**src/rtl/btn_updown_counter.sv**
```systemverilog
// Three-button up/down/clear counter: 2-flop sync, per-button debounce, auto-repeat on up/down.
// leds change on edge 3+DEBOUNCE_CYCLES after a clean press; push-button inputs, so no backpressure.
module btn_updown_counter #(
  parameter int CNT_WIDTH       = 4,
  parameter int DEBOUNCE_CYCLES = 256,
  parameter int REPEAT_DELAY    = 0,
  parameter int REPEAT_PERIOD   = 64,
  parameter int SATURATE        = 0
) (
  input  logic                 CLK_IN,
  input  logic                 CPU_RESETN,
  input  logic                 BTNU,
  input  logic                 BTND,
  input  logic                 BTNC,
  output logic [CNT_WIDTH-1:0] leds,
  output logic [2:0]           btn_db,
  output logic                 step_pulse,
  output logic                 limit_hit
);

  localparam int DCW  = $clog2(DEBOUNCE_CYCLES);
  localparam int TMAX = (REPEAT_DELAY > REPEAT_PERIOD) ? REPEAT_DELAY : REPEAT_PERIOD;
  localparam int TW   = $clog2(TMAX + 1);
  localparam logic [DCW-1:0] DC_LAST = DCW'(DEBOUNCE_CYCLES - 1);

  typedef enum logic [1:0] {RELEASED, HELD, REPEAT} rpt_state_e;

  logic [2:0]          meta_q, sync_q;
  logic [2:0]          db_q, db_d, db_prev_q;
  logic [2:0][DCW-1:0] dc_q, dc_d;
  logic [2:0]          press;
  logic [1:0]          req;

  logic [CNT_WIDTH-1:0] leds_q, leds_d;
  logic                 step_q, step_d;
  logic                 limit_q, limit_d;

  always_ff @(posedge CLK_IN or negedge CPU_RESETN) begin
    if (!CPU_RESETN) begin
      meta_q    <= '0;
      sync_q    <= '0;
      db_q      <= '0;
      db_prev_q <= '0;
      dc_q      <= '0;
      leds_q    <= '0;
      step_q    <= 1'b0;
      limit_q   <= 1'b0;
    end else begin
      meta_q    <= {BTNC, BTND, BTNU};
      sync_q    <= meta_q;
      db_q      <= db_d;
      db_prev_q <= db_q;
      dc_q      <= dc_d;
      leds_q    <= leds_d;
      step_q    <= step_d;
      limit_q   <= limit_d;
    end
  end

  // Any sample matching the current level restarts the stability count.
  always_comb begin
    db_d = db_q;
    dc_d = '0;
    for (int i = 0; i < 3; i++) begin
      if (sync_q[i] != db_q[i]) begin
        if (dc_q[i] == DC_LAST) begin
          db_d[i] = ~db_q[i];
        end else begin
          dc_d[i] = dc_q[i] + DCW'(1);
        end
      end
    end
  end

  assign press = db_q & ~db_prev_q;

  for (genvar g = 0; g < 2; g++) begin : g_rpt
    rpt_state_e    st_q, st_d;
    logic [TW-1:0] tmr_q, tmr_d;
    logic          rq;

    always_ff @(posedge CLK_IN or negedge CPU_RESETN) begin
      if (!CPU_RESETN) begin
        st_q  <= RELEASED;
        tmr_q <= '0;
      end else begin
        st_q  <= st_d;
        tmr_q <= tmr_d;
      end
    end

    always_comb begin
      st_d  = st_q;
      tmr_d = tmr_q;
      rq    = 1'b0;
      if (!db_q[g]) begin
        st_d  = RELEASED;
        tmr_d = '0;
      end else begin
        case (st_q)
          RELEASED: begin
            if (press[g]) begin
              rq    = 1'b1;
              st_d  = HELD;
              tmr_d = '0;
            end
          end
          HELD: begin
            // A zero delay parks the channel here until release.
            if (REPEAT_DELAY != 0) begin
              if (tmr_q == TW'(REPEAT_DELAY - 1)) begin
                rq    = 1'b1;
                st_d  = REPEAT;
                tmr_d = '0;
              end else begin
                tmr_d = tmr_q + TW'(1);
              end
            end
          end
          REPEAT: begin
            if (tmr_q == TW'(REPEAT_PERIOD - 1)) begin
              rq    = 1'b1;
              tmr_d = '0;
            end else begin
              tmr_d = tmr_q + TW'(1);
            end
          end
          default: st_d = RELEASED;
        endcase
      end
    end

    assign req[g] = rq;
  end

  always_comb begin
    leds_d  = leds_q;
    step_d  = 1'b0;
    limit_d = 1'b0;
    if (press[2]) begin
      leds_d = '0;
      step_d = 1'b1;
    end else if (req[0] && !req[1]) begin
      if (&leds_q) begin
        limit_d = 1'b1;
        if (SATURATE == 0) begin
          leds_d = '0;
          step_d = 1'b1;
        end
      end else begin
        leds_d = leds_q + CNT_WIDTH'(1);
        step_d = 1'b1;
      end
    end else if (req[1] && !req[0]) begin
      if (leds_q == '0) begin
        limit_d = 1'b1;
        if (SATURATE == 0) begin
          leds_d = '1;
          step_d = 1'b1;
        end
      end else begin
        leds_d = leds_q - CNT_WIDTH'(1);
        step_d = 1'b1;
      end
    end
  end

  assign leds       = leds_q;
  assign btn_db     = db_q;
  assign step_pulse = step_q;
  assign limit_hit  = limit_q;

endmodule

```
**config.mk**
```make
export PLATFORM = sky130hd
export DESIGN_NAME = btn_updown_counter
export DESIGN_NICKNAME = d
export VERILOG_FILES = /design/src/rtl/btn_updown_counter.sv
export SDC_FILE = /design/constraint.sdc
export NUM_CORES = 1
export LEC_CHECK = 0
export ABC_AREA = 1
export ABC_CLOCK_PERIOD_IN_PS = 1700
export BUFFER_PORTS_ARGS = -buffer_cell sky130_fd_sc_hd__buf_2
export CAP_MARGIN = 10
export CELL_PAD_IN_SITES_DETAIL_PLACEMENT = 1
export CELL_PAD_IN_SITES_GLOBAL_PLACEMENT = 1
export CORE_MARGIN = 4
export CORE_UTILIZATION = 41
export DETAILED_ROUTE_END_ITERATION = 12
export HOLD_SLACK_MARGIN = 0.05
export PLACE_DENSITY_LB_ADDON = 0.05
export SLEW_MARGIN = 20
export SYNTH_ARGS = -nofsm -noshare
export SYNTH_HDL_FRONTEND = slang
export SYNTH_SLANG_ARGS = --single-unit
```
**constraint.sdc**
```tcl
create_clock -name CLK_IN -period 1.7 [get_ports CLK_IN]
set_clock_uncertainty 0.2 [all_clocks]
set_input_delay 0.17 -clock CLK_IN [delete_from_list [all_inputs] [get_ports CLK_IN]]
set_output_delay 0.17 -clock CLK_IN [all_outputs]
set_load 0.005 [all_outputs]
```
==> summary.md, run 1 <==
| Metric | Value |
|---|---|
| Placed insts | 323 |
| Total power | ~1.8 mW |
| Cell accounting for the most synthesized area | dfrtp_1 |
| Clock Path Buffers | 2 |
| Ant diodes | 0 |
| TritonCTS Buffers | 5 |
| Pleak | between 1 and 1.5 nW |
| GRT Total Usage | ~15% |
| Setup ws final | -0.08186 ns |
| Avg Inst Size Synth | ~8.8 µm² |
| Area of the multi-input gates | 893.4 µm² |
| R2r worst-path depth | 9 |
| Critical Path AT | between 1.5 and 2 ns |
| Skew-Pair Late Insertion Delay | roughly 0.28 ns |
| Initial Utilization | 42.91% |
| WHS | roughly 0.15 ns |
| Synth Area in Adders | roughly 4.2% |
| Synth area leaders | dfrtp_1 53%, nand2_1 8.5%, inv_1 6.2% |
| Startpoint Class | flop |
| Largest family of logic cells by synthesized area | simple AND/OR/NAND/NOR gates |
| Root buf cell | clkbuf_8 |
| H-tree Lvls | 2 |
| Core area | between 4000 and 5000 µm² |
| Simple-gate share of the synthesized area | between 20% and 30% |
| Synth Register Bits | 44 |
| RSZ-0062 raised after global routing | true |
| Final Hold Vio Count | 0 |
| Die area | 6241 µm² |
| Total grt overflow | 0 |
| Top-area cell type share of the netlist area | a little over half |
| CP max FO | 4 |
| Worst path required time | between 1.5 and 2 ns |
| Violated checks | negative setup slack |
| Via density | 4.749 |
| Sink Count | between 40 and 50 |
| Slew at the pin with the worst max-slew slack | around 0.42 ns |
| Final Slew Violations | 0 |
| # IOs | 14 |
| Pin count of the biggest net entering global routing | 29 |
| Reg2reg setup slack | -0.08 ns |
| Sequential-to-total area share from yosys stat | 53.27% |
| Fmax | 561.2 MHz |
| Fraction of layout cells with a size suffix above 1 | between 20 and 25% |
| Max Cap Violations | 0 |
| Maximum vdd drop | approximately 0.48 mV |
| Final Non-Filler Cells | around 330 |
| Drt first pass iters | 4 |
| HP Class | in -> async |
| Post-synthesis compound-gate area fraction | approximately 5.4% |
| Number of global-route vias before repair | between 1500 and 2000 |
| Antenna Violating Nets Remaining | 0 |
| Post-place instance area | roughly 2300 µm² |
| Post-Synthesis Cells | about 230 |
| Initial antenna violation count | 0 |
| Residual DRC | 0 |
| First-pass GRT wire length | between 7000 and 8000 µm |
| WL/cell | ~13 µm |
| Setup crit end | leds[2] |
| Filler cells | roughly 600 |
| Status | complete, but fails checks |
| PwrDens | 709.5 nW/µm² |
| Fin crit share | 104.8% |
| Slew HR | just over 70% |
| FP Rows | 25 |
| Netlist Area Pre-Place | about 2100 µm² |
| Setup violations, final | 3 |
| FF-to-FF End | leds[2] |
| Die span in y | approximately 80 µm |
| Multiplexer share of the synthesized area | 0% |
| Yosys cell types | 24 |
| Syn-to-layout area delta | 20.46% |
| Launching point of the worst reg2reg path | btn_db[0] |
| WL final | 4313 µm |
| Pre-CTS setup slack | -0.06094 ns |
| Clock edge transition at the registers on the reported setup and hold paths | roughly 0.08 ns |
| Crit path from | btn_db[0] |
| Total number of vias | approximately 1600 |
| Global placement routability congestion | just over 0.8 |
| Post-route minimum period | 1.782 ns |
| IO Port Bufs | 13 |
| Crit end category | flop |
| Final core utilization | around half |
| Post-Syn Nets | roughly 250 |
| Final instance area | between 2000 and 2500 µm² |
| Die width | between 70 and 80 µm |
| CTS tree | built |
| Starting DRC count in detailed routing | 39 |
| FF/Latch Area | 1101 µm² |
| Post-route setup TNS | -0.09347 ns |
| Final #Nets | roughly 280 |
| Post-synthesis xor/xnor area fraction | 3.814% |
| Warnings, synthesis | 0 |
| WS Path Type | reg -> reg |
| Detail Placement HPWL | ~3100 µm |
power by group:
part / internal, mW / switching, mW
combinational: 0.0396 / 0.0548
clock: 0.265 / 0.319
sequential: 1.07 / 0.0179
Yosys cell counts, drive strengths merged:
cell    number
nand2       49
dfrtp       44
nor2        36
inv         34
nand3       20
o21ai        8
xnor2        8
a21oi        7
ha           7
nand4        7
nor3         6
o21bai       2
a31oi        1
buf          1
nand2b       1
o21ba        1
o22ai        1
xor2         1
worst min-delay path by stage:
| stage | startpoint | end | slack, ns | cells after the start |
|---|---|---|---|---|
| 2_1_floorplan | CPU_RESETN | btn_db[0] | -0.33 | 0 |
| 3_3_place_gp | CPU_RESETN | dc_q[7] | -0.07 | 1 |
| 3_5_place_dp | CPU_RESETN | dc_q[7] | -0.07 | 1 |
| 4_1_cts | meta_q[2] | sync_q[2] | 0.15 | 0 |
| 5_1_grt | meta_q[1] | sync_q[1] | 0.17 | 0 |
| 6_report | CPU_RESETN | dc_q[7] | 0.15 | 2 |
state kept, by name (all words and copies together), names as in the netlist, 2 cells and up:
register	flops
btn_db	3
db_prev_q	3
dc_q	24
g_rpt.st_q	2
leds	4
meta_q	3
sync_q	3
critical path: stages, from the launching register on:
cell and delay [ns]:
dfrtp_1 0.37, inv_1 0.08, nor3_4 0.23, inv_1 0.09, ha_2 0.23, nor2_2 0.15, nand2_2 0.11, nand3_1 0.12
nand2_1 0.06, nor2_1 0.08
cells by family after synthesis:
group,Yosys count
AO/OA/AOI/OAI,20
AND/OR/NAND/NOR,119
buffers and inverters,35
flip-flops,44
adder cells (fa/ha/maj),7
XOR/XNOR,9
routing by layer:
layer | vias up | GRT usage (%) | share of wire (%)
met4 | 0 | 4.124 | 1.0
li1 | 804 | - | -
met5 | - | 0 | 0
met1 | 766 | 18.87 | 46
met2 | 11 | 25.17 | 52
met3 | 5 | 3.401 | 1.7
area by class of cell:
cell class	instances	area share [%]
well taps	67	3.367
multi-input cells	155	35.88
repair buffers	29	8.643
inverters	34	5.126
flip-flops and latches	44	44.22
clock buffers	5	2.764
repair_timing:
| item | 4_1_cts | 5_1_grt |
|---|---|---|
| endpoints found under the hold margin | 47 | 0 |
| pin swaps | 1 | 8 |
| endpoints found under the setup margin | 2 | 5 |
| hold buffers | 4 | 0 |
| setup buffers | 0 | 2 |
| resized for setup | 1 | 18 |
cells in the final DEF (no fill, tap or decap), types with 5 or more instances in the layout:
master,count
nand3_1,17
buf_4,9
inv_1,33
xnor2_1,8
clkbuf_8,5
nand4_1,7
a21oi_1,5
nand2_1,45
nor2_1,30
dfrtp_1,44
buf_2,13
ha_1,5
(Power assumes the default switching activity.)
==> run 2, diff against run 1 <==
--- a/config.mk
+++ b/config.mk
@@ -15,6 +15,7 @@
 export CORE_UTILIZATION = 41
 export DETAILED_ROUTE_END_ITERATION = 12
 export HOLD_SLACK_MARGIN = 0.05
+export MAX_ROUTING_LAYER = met4
 export PLACE_DENSITY_LB_ADDON = 0.05
 export SLEW_MARGIN = 20
 export SYNTH_ARGS = -nofsm -noshare
==> run 2 against run 1 <==
Die area unchanged. Via count grew 0.38%. Combinational power about the same. Wire length is 0.12% higher. Clock power grew 0.9%. Largest cell class unchanged. Sequential power hardly changed. Critical endpoint unchanged. The flow still finishes with violations (negative setup slack). Clock-buffer cell count unchanged. Worst setup slack better by 0.0099 ns. Sequential share of layout area unchanged. Global-route usage is 0.41 points higher. Flip-flop and latch count did not move.
==> summary.md, run 2 (synthesis results as in run 1) <==
| Metric | Value |
|---|---|
| Total grt overflow | 0 (unchanged) |
| R2r worst-path depth | 9 (unchanged) |
| Final Hold Vio Count | 0 (unchanged) |
| Most common cell after layout, fill and taps aside | nand2_1 (unchanged) |
| Fin crit share | 104.2% (was 104.8%) |
| Launching point of the worst reg2reg path | btn_db[0] (unchanged) |
| Total number of vias | 1592 (was 1586) |
| Sink Count | 44 (unchanged) |
| CP most frequent cell | inv_1 (unchanged) |
| H-tree Lvls | 2 (unchanged) |
| Most frequent cells in the layout | 45 x nand2_1, 44 x dfrtp_1, 33 x inv_1 (unchanged) |
| WL/cell | 12.93 µm (was 12.91 µm) |
| Final #Nets | 281 (unchanged) |
| WS Path Type | reg -> reg (unchanged) |
| Post-route minimum period | 1.772 ns (was 1.782 ns) |
| CP max FO | 4 (unchanged) |
| Ant diodes | 0 (unchanged) |
| Slowest CP cell | dfrtp_1 (unchanged) |
| First-pass GRT wire length | 7355 µm (unchanged) |
| FF-to-FF End | leds[2] (unchanged) |
| WL final | 4318 µm (was 4313 µm) |
| Total power | 1.772 mW (was 1.767 mW) |
| Root buf cell | clkbuf_8 (unchanged) |
| Syn-to-layout area delta | 20.46% (unchanged) |
| Critical Path, Cell by Cell | inv_1, nor3_4, inv_1, ha_2, nor2_2, nand2_2, nand3_1, nand2_1, nor2_1 (unchanged) |
| Fmax | 564.4 MHz (was 561.2 MHz) |
| Critical path's top delay family | simple AND/OR/NAND/NOR gates (unchanged) |
| Status | complete, but fails checks (unchanged) |
| HP Class | in -> async (unchanged) |
| Global placement routability congestion | 0.8320 (was 0.8197) |
| Detail Placement HPWL | 3135 µm (unchanged) |
| TritonCTS Buffers | 5 (unchanged) |
| Max FFs per register | 24 (unchanged) |
| Reg2reg setup slack | -0.07 ns (was -0.08 ns) |
| CTS tree | built (unchanged) |
| Final Slew Violations | 0 (unchanged) |
| Fraction of layout cells with a size suffix above 1 | 20.22% (unchanged) |
| Setup violations, final | 2 (was 3) |
| Violated checks | negative setup slack (unchanged) |
| Antenna Violating Nets Remaining | 0 (unchanged) |
| Skew-Pair Late Insertion Delay | 0.29 ns (was 0.28 ns) |
| Setup ws final | -0.07193 ns (was -0.08186 ns) |
| Number of global-route vias before repair | 1671 (unchanged) |
| # IOs | 14 (unchanged) |
| Residual DRC | 0 (unchanged) |
| GRT Total Usage | 15.20% (was 14.80%) |
| Max stage delay on crit path | 0.37 ns (about the same) |
| Worst path required time | 1.72 ns (about the same) |
| Die width | 79 µm (unchanged) |
| Cell depth of the worst setup path | 9 (unchanged) |
| Slew HR | 72.12% (was 72.09%) |
| Initial Utilization | 42.91% (unchanged) |
| Critical Path AT | 1.80 ns (about the same) |
| Initial antenna violation count | 0 (unchanged) |
| Slew at the pin with the worst max-slew slack | 0.4183 ns (was 0.4186 ns) |
| IO Port Bufs | 13 (unchanged) |
| Maximum vdd drop | 0.4734 mV (was 0.4755 mV) |
| Max Cap Violations | 0 (unchanged) |
| Final instance area | 2490 µm² (unchanged) |
| Largest Register | dc_q (unchanged) |
| Via density | 4.766 (was 4.749) |
| RSZ-0062 raised after global routing | true (unchanged) |
| Pin count of the biggest net entering global routing | 29 (unchanged) |
| Starting DRC count in detailed routing | 37 (was 39) |
| Clock Path Buffers | 2 (unchanged) |
| Die area | 6241 µm² (unchanged) |
| Pleak | 1.217 nW (unchanged) |
| Crit end category | flop (unchanged) |
| FP Rows | 25 (unchanged) |
| Drt first pass iters | 2 (was 4) |
| Clock edge transition at the registers on the reported setup and hold paths | 0.08 ns (about the same) |
| Startpoint Class | flop (unchanged) |
| Core area | 4817 µm² (unchanged) |
| PwrDens | 711.5 nW/µm² (was 709.5 nW/µm²) |
| Post-place instance area | 2303 µm² (unchanged) |
| Die span in y | 79 µm (unchanged) |
| Pre-CTS setup slack | -0.06094 ns (unchanged) |
| Worst path buffer plus inverter count | 2 (unchanged) |
## run 2: worst max-delay path by stage
stage | endpoint | slack [ns] | from
2_1_floorplan | leds[2] | -0.00002 | btn_db[1]
3_3_place_gp | leds[0] | -0.06 | g_rpt[0].st_q[0]
3_5_place_dp | leds[0] | -0.06 | db_prev_q[0]
4_1_cts | leds[0] | -0.02 | db_prev_q[0]
5_1_grt | leds[2] | -0.17 | btn_db[0]
6_report | leds[2] | -0.07 | btn_db[0]
## run 2: what timing repair did
action,4_1_cts,5_1_grt
pin swaps,1,8
buffers inserted,0,2
endpoints found under the setup margin,2,5
endpoints found under the hold margin,47,0
hold buffers,4,0
gates resized for setup,1,18
## run 2: worst register-to-register path, stage by stage, from the launching register on
cell and delay, ns:
dfrtp_1 0.37, inv_1 0.08, nor3_4 0.23, inv_1 0.09, ha_2 0.23, nor2_2 0.15, nand2_2 0.11, nand3_1 0.12
nand2_1 0.06, nor2_1 0.08
## run 2: final cells by class
| class | count | area [µm²] |
|---|---|---|
| tap | 67 | 83.83 |
| multi-input combinational | 155 | 893.4 |
| sequential | 44 | 1101 |
| inverter | 34 | 127.6 |
| timing repair buffer | 29 | 215.2 |
| fill | 602 | 2327 |
| clock buffer | 5 | 68.82 |
## run 2: power breakdown
group / leakage [nW] / switching, mW / internal (mW) / total [mW]
combinational: 0.588 / 0.0548 / 0.0396 / 0.0944
sequential: 0.593 / 0.0179 / 1.07 / 1.09
clock: 0.0359 / 0.323 / 0.266 / 0.589
total: 1.22 / 0.396 / 1.38 / 1.77
## run 2: stage by stage
stage                     util, %     TNS (ns)  cells  hold slack [ns]
after floorplan                 -  -0.00001588    234          -0.3256
after global placement      47.82     -0.05533    323         -0.06953
after detailed placement    47.82      -0.1194    323         -0.07061
after CTS                   50.18     -0.02458    332           0.1537
after global routing        51.69      -0.4862    334           0.1731
final                       51.69     -0.08725    334           0.1487
## run 2: layer usage
| metal | routed length [µm] | vias to the layer above | global-route usage (%) | share of wire (%) |
|---|---|---|---|---|
| met3 | 61 | 2 | 3.401 | 1.4 |
| met4 | 27 | 0 | 4.124 | 0.63 |
| li1 | - | 803 | - | - |
| met5 | 0 | - | - | 0 |
| met2 | 2267 | 10 | 25.17 | 53 |
| met1 | 1961 | 777 | 18.87 | 45 |
